--- config.mk ---
export PLATFORM = sky130hd
export DESIGN_NAME = board_bringup_seq
export DESIGN_NICKNAME = d
export VERILOG_FILES = /design/src/rtl/board_bringup_pkg.sv /design/src/rtl/bringup_timer.sv /design/src/rtl/board_bringup_seq.sv
export SDC_FILE = /design/constraint.sdc
export NUM_CORES = 1
export LEC_CHECK = 0
export BUFFER_PORTS_ARGS = -buffer_cell sky130_fd_sc_hd__clkbuf_2
export CAP_MARGIN = 10
export CORE_ASPECT_RATIO = 2
export CORE_MARGIN = 2
export CORE_UTILIZATION = 30
export DETAILED_ROUTE_END_ITERATION = 16
export PLACE_DENSITY = 0.42
export SYNTH_ARGS = -nofsm -noshare
export SYNTH_HDL_FRONTEND = slang
export SYNTH_SLANG_ARGS = --single-unit
--- constraint.sdc ---
create_clock -name clk -period 8.4 [get_ports clk]
set_input_delay 0.42 -clock clk [delete_from_list [all_inputs] [get_ports clk]]
set_output_delay 0.42 -clock clk [all_outputs]
set_load 0.05 [all_outputs]
--- src/rtl/board_bringup_pkg.sv ---
// board_bringup_pkg: state encoding and widths shared by the board bring-up sequencer.
package board_bringup_pkg;
    localparam int CNT_W = 24;
    localparam int RETRY_W = 2;
    typedef enum logic [2:0] {
        STARTUP, START, WAIT_RISE, WAIT_DONE, SETTLE, MAC_RST, RUN, FAIL
    } state_t;
endpackage

--- src/rtl/bringup_timer.sv ---
// bringup_timer: 24-bit cycle counter with clear; tc marks the last cycle of a limit-cycle delay.
module bringup_timer
    import board_bringup_pkg::*;
(
    input  logic             clk,
    input  logic             rst,
    input  logic             clr,
    input  logic [CNT_W-1:0] limit,
    output logic             tc
);
    logic [CNT_W-1:0] count;
    always_ff @(posedge clk) begin
        if (rst || clr) count <= '0;
        else if (count != '1) count <= count + CNT_W'(1);
    end
    // comparing count+1 keeps a zero limit from stalling the state forever
    assign tc = ({1'b0, count} + (CNT_W+1)'(1)) >= {1'b0, limit};
endmodule

--- src/rtl/board_bringup_seq.sv ---
// board_bringup_seq: powers up the Si570 via its init sequencer, retries failed passes,
// then releases the MAC reset once the clock has settled.
module board_bringup_seq
    import board_bringup_pkg::*;
#(
    parameter int unsigned STARTUP_CYCLES = 1024,
    parameter int unsigned SETTLE_CYCLES  = 500000,
    parameter int unsigned MAC_RST_CYCLES = 16,
    parameter int unsigned BUSY_TIMEOUT   = 1048576,
    parameter int unsigned MAX_RETRIES    = 3
) (
    input  logic               clk,
    input  logic               rst,
    output logic               init_start,
    input  logic               init_busy,
    input  logic               i2c_busy,
    input  logic               i2c_missed_ack,
    input  logic               reinit,
    output logic               mac_rst_n,
    output logic               done,
    output logic               error,
    output logic [RETRY_W-1:0] retry_count
);
    localparam logic [RETRY_W-1:0] MAX_R = RETRY_W'(MAX_RETRIES);

    state_t           state, state_next;
    logic             nack, fail_att, tc;
    logic [CNT_W-1:0] limit;

    assign limit = state == STARTUP ? CNT_W'(STARTUP_CYCLES) :
                   state == SETTLE  ? CNT_W'(SETTLE_CYCLES)  :
                   state == MAC_RST ? CNT_W'(MAC_RST_CYCLES) : CNT_W'(BUSY_TIMEOUT);

    bringup_timer timer (
        .clk   (clk),
        .rst   (rst),
        .clr   (state_next != state),
        .limit (limit),
        .tc    (tc)
    );

    always_comb begin
        state_next = state;
        fail_att = 1'b0;
        case (state)
            STARTUP:   if (tc) state_next = START;
            START:     state_next = WAIT_RISE;
            WAIT_RISE: if (init_busy) state_next = WAIT_DONE;
                       else if (tc) fail_att = 1'b1;
            // a NACK arriving together with completion still spoils the pass
            WAIT_DONE: if (!init_busy && !i2c_busy) begin
                           if (nack || i2c_missed_ack) fail_att = 1'b1;
                           else state_next = SETTLE;
                       end else if (tc) fail_att = 1'b1;
            SETTLE:    if (tc) state_next = MAC_RST;
            MAC_RST:   if (tc) state_next = RUN;
            RUN:       if (reinit) state_next = START;
            default:   state_next = FAIL;
        endcase
        if (fail_att) state_next = retry_count < MAX_R ? START : FAIL;
    end

    always_ff @(posedge clk) begin
        if (rst) begin
            state       <= STARTUP;
            nack        <= 1'b0;
            retry_count <= '0;
            init_start  <= 1'b0;
            mac_rst_n   <= 1'b0;
            done        <= 1'b0;
            error       <= 1'b0;
        end else begin
            state       <= state_next;
            nack        <= state_next == START ? 1'b0 :
                           nack | (i2c_missed_ack && (state == WAIT_RISE || state == WAIT_DONE));
            retry_count <= state == RUN && state_next == START ? '0 :
                           fail_att && state_next == START ? retry_count + RETRY_W'(1) : retry_count;
            // outputs are registered from the next state so they line up with it
            init_start  <= state_next == START;
            mac_rst_n   <= state_next == RUN;
            done        <= state_next == RUN;
            error       <= state_next == FAIL;
        end
    end
endmodule

==> impl_metrics.env <==
export IMPL_htree_levels=2
export IMPL_maxCapViolCount=0
export IMPL_slew_headroom_pct=25.3
export IMPL_port_buffers=11
export IMPL_gp_congestion=0.804
export IMPL_final_nets=303
export IMPL_dr_max_layer_used="met4"
export IMPL_antenna_found_initial=0
export IMPL_fin_crit_sh_pct=51.3
export IMPL_synth_top_area_cell="dfxtp_1"
export IMPL_cts_buffer_depth=2
export IMPL_criticalPathCategory="flop to flop"
export IMPL_firstDrtPassIters=4
export IMPL_ys_seq_elements=33
export IMPL_antenna_cells=0
export IMPL_tightest_slew_ps=1120
export IMPL_cp_required_ps=8500
export IMPL_dp_cells=374
export IMPL_rows=46
export IMPL_synth_top_cell_area_share_pct=27.6
export IMPL_vdd_drop_max_mv=0.100
export IMPL_outcome="finished, final reports clean"
export IMPL_synth_seq_area_share_pct=27.6
export IMPL_finalSetupViolations=0
export IMPL_fin_skew_ps=3.86
export IMPL_grt_pass1_vias=1913
export IMPL_initial_utilization_pct=30.6
export IMPL_clk_pin_slew_worst_paths_ps=50
export IMPL_grt_pass1_wl_um=9660
export IMPL_tns_ps=0
export IMPL_core_um2=7830
export IMPL_route_met3_wl_um=115
export IMPL_io_pin_count=12
export IMPL_cts_resized=0
export IMPL_cts_setup_buffers=0
export IMPL_cts_sinks=33
export IMPL_synthTopCellsByArea="dfxtp_1 28%, ha_1 6.3%, nor2_1 5.2%"
export IMPL_die_h_um=130
export IMPL_synth_ff_type="dfxtp_1"
export IMPL_postPlaceCellArea_um2=2450
export IMPL_track_usage_pct=14.5
export IMPL_die_area_um2=8760
export IMPL_critPathLaunchType="flop"
export IMPL_routedWlPerCell_um=15.6
export IMPL_cts_tree="yes"
export IMPL_hold_viol=0
export IMPL_routed_wl_um=5960
export IMPL_synth_cell_type_count=61
export IMPL_viasPerCell=5.31
export IMPL_avgSynthCellArea_um2=8.49
export IMPL_routed_wl_met2_um=3120
export IMPL_fp_dieW_um=67.2
export IMPL_crit_arrival_ps=4410
export IMPL_worstHoldPathType="input port to flop"
export IMPL_wl_met1_um=2670
export IMPL_rsz0062_at_grt="false"
export IMPL_slew_violations=0
export IMPL_clock_latency_ps=280
export IMPL_synth_edff_count=0
export IMPL_layout_drive_gt1_share_pct=19.9
export IMPL_final_cells=382
export IMPL_syn_nets=300
export IMPL_grt_max_degree=21
export IMPL_async_flop_share_pct=0
export IMPL_max_freq_mhz=232
export IMPL_dr_total_vias=2028
export IMPL_drc=0
export IMPL_syn_inst=282
export IMPL_cts_root_buf="clkbuf_16"
export IMPL_endpoint_kind="flop"
export IMPL_leakage_nw=1.00
export IMPL_overflow=0
export IMPL_crit_fanout=20
export IMPL_synthesis_area_um2=2390
export IMPL_period_needed_ps=4310
export IMPL_design_area_um2=2620
export IMPL_p_per_area_nw_per_um2=220
export IMPL_antenna_left=0
export IMPL_dpl_hpwl_um=4540
export IMPL_fillers=873
export IMPL_yosys_warnings=0
export IMPL_drtIter0Drc=128
export IMPL_syn_to_final_growth_pct=9.56
export IMPL_fin_hold_ws_ps=465
export IMPL_cts_buffers_inserted=5
export IMPL_hold_buffers=0
cells in the final DEF (no fill, tap or decap), drive strengths merged, types with 3 or more instances in the layout:
cell	synthesis	routed
nor3	8	8
and2	4	4
nand4	10	10
and4	3	3
a21boi	3	3
mux2i	3	3
and3	7	7
mux2	3	3
o31ai	3	3
a211oi	3	3
xor2	10	10
a22oi	9	9
nor2	33	33
o211ai	3	3
a21oi	23	23
nor4	4	4
ha	12	12
nand2	20	20
xnor2	9	9
dfxtp	33	33
clkbuf	3	17
o21ai	7	7
nand3	19	19
a31oi	3	3
nand3b	3	3
inv	11	11
metal layers:
layer  up-vias  global-route usage [%]
met5         -                       0
met4         0                    4.44
met3         5                    2.07
met2        23                    25.0
met1       960                    18.4
li1       1040                       -
synthesized netlist by cell type (2+ instances only):
master / count
nand4_1: 10
a21oi_2: 8
nand2_1: 20
or3_1: 2
a21boi_2: 3
mux2_2: 2
dfxtp_1: 33
nor2_1: 33
buf_6: 5
nor4_1: 4
inv_1: 11
and2_1: 2
o31ai_1: 3
and4_1: 2
xnor2_1: 9
o21ai_0: 7
nor3_1: 6
and3_1: 6
clkbuf_1: 3
nand3b_1: 3
a211oi_1: 3
a31oi_1: 2
a21oi_1: 14
o211ai_1: 2
a22oi_2: 7
ha_1: 12
and2b_2: 2
a22oi_1: 2
nand3_1: 18
buf_4: 6
mux2i_1: 3
xor2_1: 10
power breakdown:
group,switching [mW],internal (mW),total [mW]
clock network,0.0672,0.148,0.215
registers,0.0185,0.167,0.186
logic,0.118,0.0593,0.177
total,0.203,0.375,0.578
per-stage QoR:
stage	util (%)	power, mW	worst slack [ps]
after floorplan	-	0.339	5040
after global placement	31.3	0.365	4120
after detailed placement	31.3	0.367	4080
after CTS	33.5	0.588	4030
after global routing	33.5	0.612	3710
final	33.5	0.578	4090
final timing paths:
| kind | start | end | slack [ps] | cells after the start |
|---|---|---|---|---|
| worst max-delay path | timer.count[0] | timer.count[7] | 4090 | 16 |
| worst min-delay path | rst | state[1] | 460 | 2 |
| worst max register to register | timer.count[0] | timer.count[7] | 4090 | 16 |
| worst min register to register | retry_count[1] | retry_count[1] | 530 | 2 |
sequential cells by signal (all words and copies together) (netlist names):
signal       flops
timer.count     24
state            3
retry_count      2
done             1
error            1
init_start       1
nack             1
layout make-up:
class,count,area [um2],share of cell area [%]
Multi-Input combinational cell,223,1570,59.8
Sequential cell,33,661,25.2
Clock buffer,6,139,5.29
Tap cell,96,120,4.58
Timing Repair Buffer,11,55.1,2.10
Inverter,11,41.3,1.57
Clock inverter,2,37.5,1.43
critical path: stages, from the launching register on:
cell	delay (ps)
dfxtp_1	390
ha_1	270
nand2_1	100
nor2_1	160
nand3_1	150
nor2_1	170
nand2_1	80
xor2_1	200
inv_1	70
ha_1	290
and3_2	180
nand2_1	50
a2111o_1	460
a31oi_4	290
and2b_2	270
nand2_1	810
a22oi_1	160
kinds of logic (layout without fill, tap and decap cells):
group / Yosys count / count (layout) / synth area share [%]
AO/OA/AOI/OAI: 67 / 67 / 23.4
multiplexers: 6 / 6 / 2.82
flip-flops: 33 / 33 / 27.6
buffers and inverters: 26 / 30 / 6.84
adder cells (fa/ha/maj): 12 / 12 / 6.27
XOR/XNOR: 19 / 19 / 6.95
AND/OR/NAND/NOR: 119 / 119 / 26.1
(Power assumes the default switching activity.)
